File: src/rtl/interrupt_dispatcher.sv
// Offers pending interrupt sources to two CPUs and tracks ack/reti per source.
// Latency: flag->offer 1 cycle, ack->handling 1 cycle, reti->RETI 1 cycle; same source redispatchable 2 cycles after RETI.
// Backpressure: a CPU is offered work only while available in IDLE; an unacked offer is withdrawn after ACK_TIMEOUT cycles.
module interrupt_dispatcher #(
   parameter int ACK_TIMEOUT = 16,
   parameter int ROUND_ROBIN = 0
) (
   input  logic       clk,
   input  logic       rst_n,
   input  logic       interrupt_flag_1,
   input  logic       interrupt_flag_2,
   input  logic       interrupt_flag_3,
   output logic       interrupt_handling_1,
   output logic       interrupt_handling_2,
   output logic       interrupt_handling_3,
   output logic       RETI_1,
   output logic       RETI_2,
   output logic       RETI_3,
   input  logic       cpu0_available,
   input  logic       cpu1_available,
   output logic       cpu0_irq_valid,
   output logic       cpu1_irq_valid,
   output logic [1:0] cpu0_irq_id,
   output logic [1:0] cpu1_irq_id,
   input  logic       cpu0_irq_ack,
   input  logic       cpu1_irq_ack,
   input  logic       cpu0_reti,
   input  logic       cpu1_reti
);

   localparam int CW = $clog2(ACK_TIMEOUT + 1);
   localparam logic [CW-1:0] CNT_LAST = CW'(ACK_TIMEOUT - 1);

   localparam logic [1:0] S_IDLE    = 2'd0;
   localparam logic [1:0] S_OFFER   = 2'd1;
   localparam logic [1:0] S_SERVICE = 2'd2;
   localparam logic [1:0] S_RELEASE = 2'd3;

   logic [1:0]    state_q [2];
   logic [1:0]    id_q    [2];
   logic [CW-1:0] cnt_q   [2];
   logic [3:1]    guard_q;
   logic [1:0]    ptr_q;

   logic [3:1] flag;
   logic [3:1] busy;
   logic [3:1] rel_now;
   logic [3:1] in_service;
   logic [3:1] elig;
   logic [3:1] elig_cpu1;
   logic [1:0] avail;
   logic [1:0] ack;
   logic [1:0] reti;
   logic [1:0] take;
   logic [1:0] acked;
   logic [1:0] src_flag;
   logic [1:0] pick_id [2];
   logic [1:0] start;

   assign flag  = {interrupt_flag_3, interrupt_flag_2, interrupt_flag_1};
   assign avail = {cpu1_available, cpu0_available};
   assign ack   = {cpu1_irq_ack, cpu0_irq_ack};
   assign reti  = {cpu1_reti, cpu0_reti};

   function automatic logic [1:0] next_src(input logic [1:0] s);
      return (s == 2'd3) ? 2'd1 : s + 2'd1;
   endfunction

   // First candidate in circular order beginning at start; 0 if none.
   function automatic logic [1:0] pick_src(input logic [3:1] cand, input logic [1:0] first);
      logic [1:0] s;
      logic [1:0] found;
      found = 2'd0;
      s     = first;
      for (int k = 0; k < 3; k++) begin
         if (found == 2'd0 && cand[s]) found = s;
         s = next_src(s);
      end
      return found;
   endfunction

   always_comb begin
      busy       = '0;
      rel_now    = '0;
      in_service = '0;
      src_flag   = '0;
      for (int c = 0; c < 2; c++) begin
         for (int x = 1; x <= 3; x++) begin
            if (id_q[c] == 2'(x)) begin
               if (state_q[c] != S_IDLE)    busy[x]       = 1'b1;
               if (state_q[c] == S_SERVICE) in_service[x] = 1'b1;
               if (state_q[c] == S_RELEASE) rel_now[x]    = 1'b1;
               if (flag[x])                 src_flag[c]   = 1'b1;
            end
         end
      end
   end

   // The guard covers the RELEASE cycle and the one after, letting the source's empty flag settle.
   assign elig  = flag & ~busy & ~(rel_now | guard_q);
   assign start = (ROUND_ROBIN != 0) ? ptr_q : 2'd1;

   always_comb begin
      pick_id[0] = pick_src(elig, start);
      take[0]    = (state_q[0] == S_IDLE) && avail[0] && (pick_id[0] != 2'd0);
      elig_cpu1  = elig;
      for (int x = 1; x <= 3; x++) begin
         if (take[0] && pick_id[0] == 2'(x)) elig_cpu1[x] = 1'b0;
      end
      pick_id[1] = pick_src(elig_cpu1, start);
      take[1]    = (state_q[1] == S_IDLE) && avail[1] && (pick_id[1] != 2'd0);
      acked[0]   = (state_q[0] == S_OFFER) && ack[0];
      acked[1]   = (state_q[1] == S_OFFER) && ack[1];
   end

   always_ff @(posedge clk or negedge rst_n) begin
      if (!rst_n) begin
         for (int c = 0; c < 2; c++) begin
            state_q[c] <= S_IDLE;
            id_q[c]    <= 2'd0;
            cnt_q[c]   <= '0;
         end
         guard_q <= '0;
         ptr_q   <= 2'd1;
      end else begin
         guard_q <= rel_now;
         if (acked[1])      ptr_q <= next_src(id_q[1]);
         else if (acked[0]) ptr_q <= next_src(id_q[0]);
         for (int c = 0; c < 2; c++) begin
            case (state_q[c])
               S_IDLE: begin
                  if (take[c]) begin
                     state_q[c] <= S_OFFER;
                     id_q[c]    <= pick_id[c];
                     cnt_q[c]   <= '0;
                  end
               end
               S_OFFER: begin
                  if (ack[c]) begin
                     state_q[c] <= S_SERVICE;
                  end else if (!src_flag[c] || cnt_q[c] == CNT_LAST) begin
                     state_q[c] <= S_IDLE;
                     id_q[c]    <= 2'd0;
                  end else begin
                     cnt_q[c] <= cnt_q[c] + 1'b1;
                  end
               end
               S_SERVICE: begin
                  if (reti[c]) state_q[c] <= S_RELEASE;
               end
               default: begin
                  state_q[c] <= S_IDLE;
                  id_q[c]    <= 2'd0;
               end
            endcase
         end
      end
   end

   assign cpu0_irq_valid = (state_q[0] == S_OFFER);
   assign cpu1_irq_valid = (state_q[1] == S_OFFER);
   assign cpu0_irq_id    = cpu0_irq_valid ? id_q[0] : 2'd0;
   assign cpu1_irq_id    = cpu1_irq_valid ? id_q[1] : 2'd0;

   assign interrupt_handling_1 = in_service[1];
   assign interrupt_handling_2 = in_service[2];
   assign interrupt_handling_3 = in_service[3];
   assign RETI_1 = rel_now[1];
   assign RETI_2 = rel_now[2];
   assign RETI_3 = rel_now[3];

endmodule

File: config.mk
export PLATFORM = sky130hd
export DESIGN_NAME = interrupt_dispatcher
export DESIGN_NICKNAME = d
export VERILOG_FILES = /design/src/rtl/interrupt_dispatcher.sv
export SDC_FILE = /design/constraint.sdc
export NUM_CORES = 1
export LEC_CHECK = 0
export BUFFER_PORTS_ARGS = -buffer_cell sky130_fd_sc_hd__buf_2
export CORE_MARGIN = 10
export CORE_UTILIZATION = 51
export DETAILED_ROUTE_END_ITERATION = 7
export PLACE_DENSITY = 0.8
export SKIP_LAST_GASP = 1
export SLEW_MARGIN = 20
export SYNTH_ARGS = -nofsm -noshare
export SYNTH_HDL_FRONTEND = slang
export SYNTH_SLANG_ARGS = --single-unit
File: constraint.sdc
create_clock -name clk -period 2.6 [get_ports clk]
set_input_delay 0.26 -clock clk [delete_from_list [all_inputs] [get_ports clk]]
set_output_delay 0.26 -clock clk [all_outputs]
set_load 0.02 [all_outputs]
Yosys cells after proc, flatten, opt, wreduce, memory -nomap -nowiden --
Index checks and enable logic that the tools add are counted.
Operators by class: $add $sub $neg 2, eq/ne operators 29, muxes and demuxes 76, bitwise gates (word level) 7, reduce and logical (&&, ||, !) cells 33
Operator list (count):
- $mux W1 | 46
- $mux W2 | 18
- $mux W5 | 6
- $pmux W2 S3 | 4
- $eq A2 B2 Y1 const B | 10
- $pmux W5 S2 | 2
- $ne A2 B2 Y1 const B | 8
- $reduce_and A4 Y1 | 4
- $logic_not A2 Y1 | 6
- $reduce_bool A2 Y1 | 6
- $logic_and A1 B1 Y1 | 11
- $add A5 B1 Y5 const B | 2
- $eq A2 B1 Y1 const B | 5
- $eq A5 B4 Y1 const B | 2
- $and A3 B3 Y3 | 2
- $ne A3 B1 Y1 const B | 2
- $not A3 Y3 | 2
- $reduce_and A3 Y1 | 2
- $ne A2 B1 Y1 const B | 2
- $or A3 B3 Y3 | 1
- $logic_not A1 Y1 | 2
- $logic_or A1 B1 Y1 | 2
- $not A1 Y1 | 2
Storage, ports and cells: register bits after elaboration 21, input port bits 11, output and inout port bits 12, word-level logic and storage cells 154

Longest topological paths before layout --
Gate-level depths: netlist (run 1).
word-level depth 30, mapped depth 7, depth with buffers taken out 7

Worst setup path after synthesis (run 1) --
No wires, ideal clock.
path kind register to register, from register cnt_q[5] (netlist name), to register cnt_q[9] (netlist name), library setup time 127 ps, data arrival time 1922 ps, data required time 2473 ps, setup slack 550 ps, stages on the path, launching flop included 7, buffers on the path 0, clock period less this slack 2050 ps, cells stage by stage dfrtp_1 -> ha_1 -> and3_1 -> ha_1 -> nor4_1 -> or2_1 -> mux2_1
On the way: word-level cells in the longest chain between the ends 4, elaborated cells between the ends (all ways) 8, classes of those cells add/sub: 1; eq/ne: 2; mux: 3; reduce/logical: 2
Ends and longest elaborated chain:
- start: declaration | line 41 | logic [CW-1:0] cnt_q [2];
- start signal: indexed assignment | line 145 | cnt_q[c] <= cnt_q[c] + 1'b1;
- $add A5 B1 Y5 or $eq A5 B4 Y1 (tied branches) | line 145, 141
- $mux W5 or $logic_or A1 B1 Y1 (tied branches) | line 141 | end else if (!src_flag[c] || cnt_q[c] == CNT_LAST) begin
- $mux W5 or $ne A2 B2 Y1 (tied branches)
- $pmux W5 S2 or $reduce_and A4 Y1 (tied branches)
Parallel ways exist; a longest one is shown, timed or not. The select of a mux whose other input is x is not followed. A chain may end at the register's enable or synchronous reset.

Worst setup path after layout (run 1) --
from register state_q[1] (netlist name), to register id_q[1] (netlist name)
On the way: word-level cells in the longest chain between the ends 28, elaborated cells between the ends (all ways) 57, classes of those cells eq/ne: 9; mux: 23; bitwise: 6; reduce/logical: 19
Ends and longest elaborated chain:
- start: declaration | line 39 | logic [1:0] state_q [2];
- start signal: indexed assignment | line 119 | state_q[c] <= S_IDLE;
- start signal: indexed assignment | line 133 | state_q[c] <= S_OFFER;
- start signal: indexed assignment | line 140 | state_q[c] <= S_SERVICE;
- $eq A2 B2 Y1 or $reduce_bool A2 Y1 (tied branches) | line 92, 90
- $mux W1, on equally long branches | line 92, 90
- $mux W1 | line 89 | if (id_q[c] == 2'(x)) begin
- $or A3 B3 Y3 or $not A3 Y3 (tied branches) | line 100 | assign elig = flag & ~busy & ~(rel_now | guard_q);
- $not A3 Y3 or $and A3 B3 Y3 (tied branches) | line 100
- $and A3 B3 Y3 | line 100
- $mux W1 | line 76 | if (found == 2'd0 && cand[s]) found = s;
- $logic_not A2 Y1 | line 76
- [12 not listed]
- $mux W2 | line 76
- $logic_not A2 Y1 | line 76
- $logic_and A1 B1 Y1 | line 76
- $mux W2 | line 76
- $reduce_bool A2 Y1 | line 111 | take[1] = (state_q[1] == S_IDLE) && avail[1] && (pick_id[1] != 2'd0);
- $logic_and A1 B1 Y1 | line 111
- $ne A2 B2 Y1 (no line)
- $reduce_and A4 Y1 (no line)
- end signal: indexed assignment | line 134 | id_q[c] <= pick_id[c];
- end: declaration | line 40 | logic [1:0] id_q [2];
Parallel ways exist; a longest one is shown, timed or not. The select of a mux whose other input is x is not followed.

==> impl_metrics.csv, run 1 <==
group,metric,value,unit
floorplanning,start_util,0.537,
yosys,avgSynthCellArea,9.44,sq um
clocking,clk_pin_slew,0.11,ns
route,drc,0,
route,routedWlPerCell,15.1,um
yosys,netlist_instances,141,
clocking,cts_buffers,3,
yosys,synthTopCellsByCount,"21 x dfrtp_1, 16 x nor2_1, 13 x nand2_1",
pwr,vdd_ir_drop_max,0.000561,V
route,via_count,1153,
clocking,post_cts_resized,0,
yosys,yosysTopAreaCell,"dfrtp_1",
setup_path,critPathRequiredTime,2.80,ns
timing,setup_slack,0.380,ns
timing,slew_violations,0,
clocking,cts-htree-levels,1,
place,pre_cts_ws,0.400,ns
setup_path,endpoint_kind,"register",
global_routing,grt_overflow_total,0,
yosys,async_flop_share,1.00,
clocking,clock-sinks,21,
route,drt_wl_total,3020,um
pwr,p_leak,0.768,nW
pwr,totalPowerFinal,1.42,mW
route,postRouteAntennaNets,0,
global_routing,grt_max_degree,22,
pwr,powerDensity,929,nW/um^2
floorplanning,die_h,71.1,um
timing,finalHoldViolations,0,
global_routing,antenna_found_initial,0,
yosys,synth_ff_type,"dfrtp_1",
yosys,synthTopCellsByArea,"dfrtp_1 39%, nor2_1 4.5%, mux2_2 4.2%",
clocking,cts-root-buf,"clkbuf_4",
yosys,synth-seq-area-share,0.395,
route,vias_per_cell,5.77,
global_routing,grt_pass1_wl,5100,um
place,gp_congestion,0.919,
yosys,synth-seq-cells,21,
yosys,synth-edff-count,0,
setup_path,critPathKind,"reg2reg",
yosys,yosysWarnings,0,
timing,tightest_slew,0.468,ns
flow_run,maxCapViolations,0,
finish,drive_above_1_share,0.259,
clocking,cts_setup_buffers,0,
setup_path,cp.arrival,2.42,ns
timing,hold_ws,0.181,ns
timing,setup_violations,0,
clocking,cts_tree,"built",
yosys,syn_nets,156,
route,drtIter0Drc,59,
floorplanning,ios,23,
clocking,cts_max_path_buffers,2,
floorplanning,rows,18,
floorplanning,core_area,2480,sq um
place,dp_hpwl,2430,um
route,drt_pass1_iterations,4,
floorplanning,fp.dieW,71.1,um
setup_path,crit_path_max_fanout,7,
finish,fillers,212,
finish,final_util,0.618,
timing,fin_skew,0.00284,ns
place,port_buffers,22,
clocking,clkLatencyLatePin,0.30,ns
timing,relSlewSlack,0.688,
status,outcome,"finished, final reports clean",
yosys,yosys.cell_count.top_type,"dfrtp_1",
global_routing,track_usage,0.122,
timing,tns,0,ns
yosys,synth_cell_types,44,
setup_path,worst_setup_path_start_kind,"register",
timing,period_minus_slack,2.22,ns
finish,fin_nets,186,
yosys,synth.cell_area,1330,sq um
timing,fmax,451,MHz
clocking,postCtsHoldBufs,1,
timing,rsz0062_at_grt,"false",
global_routing,grt_pass1_vias,1127,
timing,fin_crit_sh,0.854,
finish,antennaDiodeCount,0,
hold_path,hold_path_class,"in2reg",
yosys,synth_top_area_frac,0.395,
floorplanning,die-area,5050,sq um
finish,syn_to_final_growth,14.9,%
==> cell families (layout without fill, tap and decap cells) <==
group	Yosys count	in the layout	share of synthesized area
flops	21	21	0.395
compound gates	33	33	0.191
xor+xnor	5	5	0.0329
mux	9	9	0.0771
fa+ha+maj	4	4	0.0376
buf+inv	8	37	0.0226
simple gates	61	61	0.244
==> through the flow <==
step	area [sq um]	cells
6_report	1530	200
5_1_grt	1530	200
4_1_cts	1530	200
3_5_place_dp	1490	195
3_3_place_gp	1490	195
2_1_floorplan	1330	141
==> registers in the layout (all words and copies together) (netlist names) <==
signal   count
state_q      4
cnt_q       10
guard_q      3
id_q         4
==> critical path, stage by stage (launching register included) <==
cell and delay (ns):
dfrtp_1 0.47, nor2_2 0.26, o21bai_1 0.18, a222oi_1 0.40, o22ai_1 0.18, a211o_1 0.33
mux2_4 0.30
==> routing by layer <==
| metal | global-route usage | vias to the layer above | part of all wire |
|---|---|---|---|
| met1 | 0.154 | 542 | 0.44 |
| li1 | - | 561 | - |
| met4 | 0.0559 | 0 | 0.024 |
| met3 | 0.0391 | 10 | 0.074 |
| met5 | 0 | - | 0 |
| met2 | 0.183 | 40 | 0.46 |
==> layout by cell type, fill, tap and decap left out, drive strengths merged, types with 2 or more instances in the layout <==
master,count
a21o,2
a21oi,4
a22o,3
a22oi,2
and2,4
and2b,2
and3,2
buf,24
clkbuf,4
dfrtp,21
ha,4
inv,8
mux2,7
mux2i,2
nand2,13
nand2b,8
nand4,2
nor2,17
nor2b,3
nor4,2
o21ai,5
o21bai,2
o22ai,7
or2,4
or2b,2
xor2,5
==> power by group <==
group | leakage (nW) | total (mW) | internal (mW) | switching, mW
clock network | 0.0150 | 0.157 | 0.0598 | 0.0973
registers | 0.283 | 0.507 | 0.406 | 0.101
logic | 0.469 | 0.757 | 0.320 | 0.437
total | 0.768 | 1.42 | 0.785 | 0.636
==> final cells by class <==
cell class / count / area, sq um / area share
Tap cell: 30 / 37.5 / 0.0245
Sequential cell: 21 / 526 / 0.343
Inverter: 8 / 30.0 / 0.0196
Multi-Input combinational cell: 112 / 776 / 0.507
Clock buffer: 4 / 26.3 / 0.0172
Timing Repair Buffer: 25 / 135 / 0.0883
==> worst paths after layout <==
path | from | end | slack [ns] | depth (start not counted)
worst max register to register | state_q[1]$_DFFE_PN0P_ | id_q[1]$_DFFE_PN0P_ | 0.38 | 6
worst min register to register | cnt_q[9]$_DFFE_PN0P_ | cnt_q[9]$_DFFE_PN0P_ | 0.51 | 1
max in group asynchronous | rst_n | state_q[3]$_DFFE_PN0P_ | 1.85 | 2
worst min-delay path | cpu0_irq_ack | state_q[3]$_DFFE_PN0P_ | 0.18 | 3
min in group asynchronous | rst_n | state_q[1]$_DFFE_PN0P_ | 0.43 | 2
worst max-delay path | state_q[1]$_DFFE_PN0P_ | id_q[1]$_DFFE_PN0P_ | 0.38 | 6
(Power assumes the default switching activity.)
==> inputs of run 2 (changes only) <==
--- a/config.mk
+++ b/config.mk
@@ -10,8 +10,9 @@
 export CORE_UTILIZATION = 51
 export DETAILED_ROUTE_END_ITERATION = 7
 export PLACE_DENSITY = 0.8
+export RECOVER_POWER = 25
 export SKIP_LAST_GASP = 1
-export SLEW_MARGIN = 20
+export SLEW_MARGIN = 25
 export SYNTH_ARGS = -nofsm -noshare
 export SYNTH_HDL_FRONTEND = slang
 export SYNTH_SLANG_ARGS = --single-unit
==> run 2 against run 1 <==
  * Sequential power hardly changed
  * Fmax decreased by 1.4%
  * Die area unchanged
  * Via count up 0.95%
  * Setup slack worse by 0.031 ns
  * Sequential share of layout area is essentially flat
  * Wire length rose by 0.46%
  * Critical path type unchanged
  * Final cell count unchanged
  * Clock-buffer cell count stayed put
  * Critical path depth unchanged
  * Power is essentially flat
  * Clock skew about the same
==> impl_metrics.csv, run 2 (synthesized netlist as in run 1, its figures left out) <==
group,metric,value,unit
setup_path,critPathKind,"reg2reg",
clocking,clk_pin_slew,0.11,ns
global_routing,grt_pass1_vias,1127,
hold_path,min_path_cells,3,
route,drtIter0Drc,59,
setup_path,r2r_start,"state_q[1]$_DFFE_PN0P_",
timing,setup_violations,0,
setup_path,r2r_setup_slack,0.35,ns
floorplanning,ios,23,
route,postRouteAntennaNets,0,
route,top_layer,"met4",
pwr,p_leak,0.765,nW
setup_path,worst_setup_path_start_kind,"register",
clocking,clkLatencyLatePin,0.30,ns
floorplanning,die-area,5050,sq um
route,wl_met1,1330,um
timing,tns,0,ns
floorplanning,rows,18,
flow_run,maxCapViolations,0,
timing,relSlewSlack,0.249,
place,port_buffers,22,
place,dp_hpwl,2430,um
finish,drive_above_1_share,0.253,
clocking,cts_tree,"built",
timing,fmax,444,MHz
route,routedWlPerCell,15.2,um
pwr,vdd_ir_drop_max,0.000561,V
route,drc,0,
timing,finalHoldViolations,0,
setup_path,ff2ff_path_depth,6,
global_routing,track_usage,0.122,
timing,rsz0062_at_grt,"false",
place,pre_cts_ws,0.400,ns
timing,tightest_slew,1.13,ns
finish,layout_common_cells,"21 x dfrtp_1, 21 x buf_2, 16 x nor2_1, 13 x nand2_1, 8 x inv_1",
finish,fin_nets,186,
clocking,cts_buffers,3,
clocking,cts-root-buf,"clkbuf_4",
setup_path,critPathLaunch,"state_q[1]$_DFFE_PN0P_",
timing,period_minus_slack,2.25,ns
route,drt_pass1_iterations,6,
setup_path,crit_end,"id_q[1]$_DFFE_PN0P_",
finish,top_regs,"cnt_q x10, id_q x4, state_q x4",
timing,slew_violations,0,
global_routing,grt_max_degree,22,
timing,fin_crit_sh,0.866,
place,gp_congestion,0.919,
floorplanning,die_h,71.1,um
setup_path,crit_path_max_fanout,7,
hold_path,hold_path_class,"in2reg",
setup_path,endpoint_kind,"register",
finish,largest_register_ffs,10,
setup_path,r2r-end,"id_q[1]$_DFFE_PN0P_",
global_routing,grt_overflow_total,0,
timing,fin_skew,0.00285,ns
route,wl_met2,1400,um
floorplanning,start_util,0.537,
pwr,powerDensity,930,nW/um^2
route,vias_per_cell,5.82,
route,via_count,1164,
global_routing,grt_pass1_wl,5100,um
clocking,cts-htree-levels,1,
setup_path,critPathRequiredTime,2.80,ns
setup_path,cp.arrival,2.45,ns
floorplanning,fp.dieW,71.1,um
floorplanning,core_area,2480,sq um
route,drt_wl_total,3030,um
clocking,cts_max_path_buffers,2,
status,outcome,"finished, final reports clean",
route,wl_met3,229,um
global_routing,antenna_found_initial,0,
finish,syn_to_final_growth,14.8,%
clocking,clock-sinks,21,
finish,antennaDiodeCount,0,
finish,largest_register,"cnt_q",
timing,setup_slack,0.349,ns
## run 2: changes by cell type in the layout (fill, tap and decap cells not counted), sizes merged
cell,before,now
clkbuf,4,5
buf,24,23
## run 2: worst min-delay path by stage
| stage | start | to | slack, ns |
|---|---|---|---|
| final | cpu0_irq_ack | state_q[3]$_DFFE_PN0P_ | 0.18 |
| after global placement | rst_n | cnt_q[4]$_DFFE_PN0P_ | 0.24 |
| after CTS | cpu0_irq_ack | state_q[3]$_DFFE_PN0P_ | 0.18 |
| after floorplan | rst_n | cnt_q[0]$_DFFE_PN0P_ | -0.04 |
| after detailed placement | rst_n | cnt_q[4]$_DFFE_PN0P_ | 0.24 |
| after global routing | cpu0_irq_ack | state_q[3]$_DFFE_PN0P_ | 0.20 |
## run 2: repair_timing
item | 4_1_cts | 5_1_grt
buffers inserted | 0 | 0
setup endpoints to repair | 0 | 0
hold buffers | 1 | 0
endpoints found under the hold margin | 21 | 0
resized for setup | 0 | 0
## run 2: layout make-up
cell class / instances / area, sq um
Sequential cell: 21 / 526
Fill cell: 213 / 948
Clock buffer: 4 / 26.3
Timing Repair Buffer: 25 / 134
Multi-Input combinational cell: 112 / 776
Tap cell: 30 / 37.5
Inverter: 8 / 30.0
## run 2: report_power, final
part	internal (mW)	switching, mW	total, mW
sequential	0.406	0.101	0.507
combinational	0.320	0.439	0.759
clock	0.0598	0.0973	0.157
## run 2: metal layers
layer	GRT usage	vias up
li1	-	562
met5	0	-
met4	0.0559	0
met1	0.154	544
met3	0.0391	12
met2	0.183	46
## run 2: critical path: stages (launching register included)
cell and delay [ns]:
dfrtp_1 0.47, nor2_2 0.26, o21bai_1 0.18, a222oi_1 0.43, o22ai_1 0.19, a211o_1 0.34, mux2_4 0.30
## run 2: through the flow
step / area, sq um / total power [mW] / utilization / cells / hold slack [ns]
after floorplan: 1330 / 1.07 / - / 141 / -0.0356
after detailed placement: 1490 / 1.26 / 0.603 / 195 / 0.241
after global routing: 1530 / 1.54 / 0.617 / 200 / 0.195
after CTS: 1530 / 1.42 / 0.618 / 200 / 0.180
after global placement: 1490 / 1.24 / 0.603 / 195 / 0.236
final: 1530 / 1.42 / 0.617 / 200 / 0.181
